## src/rtl/instr_fetch.sv

```systemverilog
`default_nettype none
// =============================================================================
// Module : instr_fetch
// Fetch initiator: PC, instruction-memory read, PC-tagged FIFO to decode,
// redirect flush and out-of-range fault.
// Rev    : 1.0
// =============================================================================
module instr_fetch #(
  parameter int unsigned       ADDR_W    = 32,
  parameter int unsigned       DATA_W    = 32,
  parameter logic [ADDR_W-1:0] RESET_PC  = '0,
  parameter int unsigned       MEM_DEPTH = 8192,
  parameter int unsigned       BUF_DEPTH = 2
) (
  input  logic              clk,
  input  logic              rst_n,
  input  logic              fetch_en,
  output logic [ADDR_W-1:0] imem_addr,
  output logic              imem_rd_enbl,
  output logic              imem_wrt_enbl,
  output logic [DATA_W-1:0] imem_dat_in,
  input  logic [DATA_W-1:0] imem_dat_out,
  input  logic              redir_valid,
  input  logic [ADDR_W-1:0] redir_pc,
  output logic              instr_valid,
  input  logic              instr_ready,
  output logic [DATA_W-1:0] instr,
  output logic [ADDR_W-1:0] instr_pc,
  output logic              fetch_fault
);

  localparam int unsigned       c_ptr_w     = $clog2(BUF_DEPTH);
  localparam logic [ADDR_W:0]   c_mem_depth = (ADDR_W+1)'(MEM_DEPTH);
  localparam logic [c_ptr_w:0]  c_buf_depth = (c_ptr_w+1)'(BUF_DEPTH);

  typedef enum logic [1:0] {
    S_IDLE  = 2'd0,
    S_FETCH = 2'd1,
    S_FAULT = 2'd2
  } state_t;

  state_t              r_state;
  logic                r_fault;
  logic [ADDR_W-1:0]   r_pc;
  logic [c_ptr_w-1:0]  r_wptr;
  logic [c_ptr_w-1:0]  r_rptr;
  logic [c_ptr_w:0]    r_count;
  logic [DATA_W-1:0]   r_buf_instr [BUF_DEPTH];
  logic [ADDR_W-1:0]   r_buf_pc    [BUF_DEPTH];

  logic w_pc_ok;
  logic w_redir_ok;
  logic w_full;
  logic w_valid;
  logic w_pop;
  logic w_push;

  // Range checks are done one bit wider so MEM_DEPTH == 2**ADDR_W still works.
  assign w_pc_ok    = ({1'b0, r_pc} < c_mem_depth);
  assign w_redir_ok = ({1'b0, redir_pc} < c_mem_depth);
  assign w_full     = (r_count == c_buf_depth);
  assign w_valid    = (r_count != '0);
  assign w_pop      = w_valid && instr_ready;
  assign w_push     = (r_state == S_FETCH) && w_pc_ok && (!w_full || w_pop) && !redir_valid;

  assign imem_addr     = r_pc;
  assign imem_rd_enbl  = w_push;
  assign imem_wrt_enbl = 1'b0;
  assign imem_dat_in   = '0;
  assign instr_valid   = w_valid;
  assign instr         = w_valid ? r_buf_instr[r_rptr] : '0;
  assign instr_pc      = w_valid ? r_buf_pc[r_rptr]    : '0;
  assign fetch_fault   = r_fault;

  always_ff @(posedge clk or negedge rst_n) begin
    if (!rst_n) begin
      r_state <= S_IDLE;
      r_fault <= 1'b0;
    end else begin
      case (r_state)
        S_IDLE: begin
          if (fetch_en) r_state <= S_FETCH;
        end
        S_FETCH: begin
          if (!fetch_en) begin
            r_state <= S_IDLE;
          end else if (!redir_valid && !w_pc_ok) begin
            r_state <= S_FAULT;
            r_fault <= 1'b1;
          end
        end
        S_FAULT: begin
          if (redir_valid && w_redir_ok) begin
            r_fault <= 1'b0;
            r_state <= fetch_en ? S_FETCH : S_IDLE;
          end
        end
        default: r_state <= S_IDLE;
      endcase
    end
  end

  // A redirect flushes the FIFO and overrides any pop bookkeeping that cycle.
  always_ff @(posedge clk or negedge rst_n) begin
    if (!rst_n) begin
      r_pc    <= RESET_PC;
      r_wptr  <= '0;
      r_rptr  <= '0;
      r_count <= '0;
    end else if (redir_valid) begin
      r_pc    <= redir_pc;
      r_wptr  <= '0;
      r_rptr  <= '0;
      r_count <= '0;
    end else begin
      if (w_push) begin
        r_pc   <= r_pc + ADDR_W'(1);
        r_wptr <= r_wptr + c_ptr_w'(1);
      end
      if (w_pop) begin
        r_rptr <= r_rptr + c_ptr_w'(1);
      end
      r_count <= r_count + (c_ptr_w+1)'(w_push) - (c_ptr_w+1)'(w_pop);
    end
  end

  always_ff @(posedge clk) begin
    if (w_push) begin
      r_buf_instr[r_wptr] <= imem_dat_out;
      r_buf_pc[r_wptr]    <= r_pc;
    end
  end

endmodule
`default_nettype wire

```

## config.mk

```make
export PLATFORM = sky130hd
export DESIGN_NAME = instr_fetch
export DESIGN_NICKNAME = d
export VERILOG_FILES = /design/src/rtl/instr_fetch.sv
export SDC_FILE = /design/constraint.sdc
export NUM_CORES = 1
export LEC_CHECK = 0
export ABC_CLOCK_PERIOD_IN_PS = 6600
export CORE_UTILIZATION = 43
export CTS_CLUSTER_DIAMETER = 60
export DETAILED_ROUTE_END_ITERATION = 8
export GPL_TIMING_DRIVEN = 0
export PLACE_DENSITY = 0.75
export RECOVER_POWER = 100
export SLEW_MARGIN = 20
export SYNTH_ARGS = -nofsm -noshare
export SYNTH_HDL_FRONTEND = slang
export SYNTH_SLANG_ARGS = --single-unit
```

## constraint.sdc

```tcl
create_clock -name clk -period 6.6 [get_ports clk]
set_input_delay 1.32 -clock clk [delete_from_list [all_inputs] [get_ports clk]]
set_output_delay 1.32 -clock clk [all_outputs]
set_load 0.05 [all_outputs]
```

==> impl_metrics.py <==
metrics = {
    "global_routing": {
        "grt_usage_pct": 19.1,
        "overflow": 0,
        "grt_max_degree": 45,
        "grt_pass1_vias": 4551,
        "grt_pass1_wl_um": 23800,
        "antenna_found_initial": 2,
    },
    "drt": {
        "vias": 4624,
        "vias_per_cell": 4.90,
        "drt_iter0_markers": 283,
        "antenna_left": 0,
        "firstDrtPassIters": 4,
        "drcViolationCount": 0,
        "wl_um": 15700,
        "drt-wirelength-per-cell_um": 16.7,
    },
    "clock_network": {
        "cts_max_path_buffers": 2,
        "clkSinkCount": 167,
        "root_buffer": "clkbuf_16",
        "ctsResizeCount": 0,
        "h-tree-depth": 4,
        "cts.hold.buffers_added": 0,
        "cts-buffers-inserted": 17,
        "insertion_delay_ps": 420,
        "clkTransAtPathRegs_ps": 60,
        "cts_setup_buffers": 0,
        "cts_tree": "done",
    },
    "floorplanning": {
        "coreArea_um2": 15900,
        "start_util_pct": 44.2,
        "die_height_um": 130,
        "die_area_um2": 16900,
        "die_x_um": 130,
        "io_pins": 201,
        "rows": 46,
    },
    "final_layout": {
        "layout_commonest_cell": "edfxtp_1",
        "fin_util_pct": 61.0,
        "multiInputGateArea_um2": 1960,
        "fillCellCount": 1246,
        "area_growth_pct": 38.0,
        "layout-drive-gt1-share_pct": 12.8,
        "seqCellArea_um2": 4820,
        "mostFrequentLayoutCells": "edfxtp_1, dlygate4sd3_1, nor2_1",
        "final_area_um2": 9720,
        "num-nets-final": 785,
    },
    "synthesis": {
        "synthesis.area_um2": 7040,
        "yosysUniqueCellTypes": 42,
        "yosys_warnings": 0,
        "syn-instance-count": 489,
        "avgSynthCellArea_um2": 14.4,
        "yosysSeqAreaShare_pct": 68.5,
        "synth-seq-cells": 167,
    },
    "outcome": {
        "violations": "capacitance limit",
        "status": "finished, violations left",
    },
    "timing": {
        "setup_viol": 0,
        "setup_slack_ps": 1390,
        "max_freq_mhz": 192,
        "fin_skew_ps": 6.30,
        "slew_violations": 0,
        "worst_slew_pin_slew_ps": 1460,
        "rsz0062_at_grt": "no",
        "post-route-period-util_pct": 79.0,
        "finalCriticalPeriod_ps": 5210,
        "max-slew-margin-rel_pct": 1.88,
        "hold_viol": 0,
    },
    "hold_path": {
        "hold_class": "reg -> reg",
        "hold_path_end": "fetch_fault$_DFFE_PN0P_",
        "hold_depth": 1,
        "hp-start": "r_state[1]$_DFFE_PN0P_",
    },
    "setup_path": {
        "worst-endpoint-required_ps": 6640,
        "path_max_fanout": 15,
        "start_kind": "input pin",
        "r2r_start": "imem_addr[14]$_DFFE_PN0P_",
        "cp.arrival_ps": 5260,
        "critPathKind": "in -> reg",
        "endpoint_kind": "flop",
        "r2r_slack_ps": 2000,
        "startpoint": "instr_ready",
        "rr_endpoint": "r_buf_instr[0][6]$_DFFE_PP_",
        "reg2reg_depth": 8,
    },
    "place": {
        "dpl-instance-area_um2": 9220,
        "gp_congestion": 0.785,
        "numPortBuffers": 166,
        "hpwl_um": 11300,
        "dp_slack_ps": 1510,
    },
    "pwr": {
        "power.leakage_nw": 3.61,
        "irDropWorstVdd_mv": 0.192,
        "powerDensity_nw_per_um2": 310,
    },
    "flow_run": {
        "cap_viol_max_count": 1,
    },
}
==> synthesized netlist by cell type (all sizes together) <==
library cell  instances  share of area (%)
nor3                  6               0.50
o21ai                10               0.71
nand3b                2               0.21
nor4                 18                2.2
xnor2                11                1.4
buf                  42                4.0
mux2i                66                9.4
and2                  2               0.18
clkbuf               12               0.64
edfxtp              128                 55
conb                  1              0.053
ha                    3               0.53
nand4                 3               0.27
a211o                 1               0.14
xor2                  1               0.12
nor4b                 2               0.25
nand3                 7               0.57
a22o                  2               0.25
nand4b                1               0.12
nor2b                 2               0.18
a2bb2oi               1               0.21
and4                  2               0.25
nand2                17               0.91
a31o                  2               0.25
nor2                 72                3.8
and3                  2               0.18
or3b                  2               0.25
a21oi                 3               0.21
or3                   1               0.11
a22oi                 2               0.21
dfrtp                39                 14
inv                   6               0.32
o211a                 1               0.14
mux2                 18                2.9
o22ai                 1              0.089
==> how the worst max path moves through the flow <==
stage                                   endpoint
detailed placement                  imem_rd_enbl
global route        r_buf_instr[0][16]$_DFFE_PP_
global placement     r_buf_instr[0][5]$_DFFE_PP_
finish               r_buf_instr[0][6]$_DFFE_PP_
floorplan            r_buf_instr[0][0]$_DFFE_PP_
CTS                                 imem_rd_enbl
==> state kept, by name, summed over array words and instances, names as in the netlist <==
signal       cells
r_buf_instr     64
r_buf_pc        64
imem_addr       32
r_count          2
r_state          2
fetch_fault      1
r_rptr           1
r_wptr           1
==> metrics by stage <==
stage | power, mW | hold slack, ps | cells | TNS (ps)
CTS | 3.08 | 526 | 942 | 0
floorplan | 1.78 | 482 | 521 | 0
global route | 3.13 | 550 | 944 | 0
finish | 3.01 | 529 | 944 | 0
detailed placement | 2.08 | 517 | 910 | 0
global placement | 2.07 | 507 | 903 | -28280
==> worst max-delay path, cell delays in order <==
cell           delay, ps
dlygate4sd3_1        550
or3b_2               140
nand3b_1             150
or3_2                520
nor3_1               800
clkbuf_1             460
clkbuf_1             560
clkbuf_1             730
==> cell families after synthesis <==
logic type / count (synthesis) / synth area share, %
multiplexers: 84 / 12.3
adder cells (fa/ha/maj): 3 / 0.533
AO/OA/AOI/OAI: 23 / 2.22
flip-flops: 167 / 68.5
XOR/XNOR: 12 / 1.49
AND/OR/NAND/NOR: 139 / 10.0
other: 1 / 0.0533
buffers and inverters: 60 / 4.98
==> layer usage <==
metal | vias to the layer above | GRT usage, % | part of all wire, %
met1 | 2248 | 22.6 | 41
met5 | - | 0 | 0
met4 | 0 | 7.52 | 1.3
met3 | 23 | 4.92 | 6.5
met2 | 178 | 33.4 | 51
li1 | 2175 | - | -
==> layout make-up <==
| cell class | count | share of cell area [%] |
|---|---|---|
| antenna | 2 | 0.0515 |
| timing repair buffer | 173 | 17.5 |
| inverter | 6 | 0.232 |
| buffer | 54 | 3.36 |
| sequential | 167 | 49.6 |
| multi-input combinational | 294 | 20.2 |
| tap | 216 | 2.78 |
| clock inverter | 13 | 1.57 |
| clock buffer | 19 | 4.66 |
==> report_power, final <==
group / internal (mW) / switching, mW / leakage (nW) / total [mW]
clock network: 0.612 / 0.388 / 0.299 / 1.00
registers: 1.17 / 0.0428 / 1.62 / 1.21
logic: 0.252 / 0.554 / 1.69 / 0.806
Power figures use the tool's default switching activity.
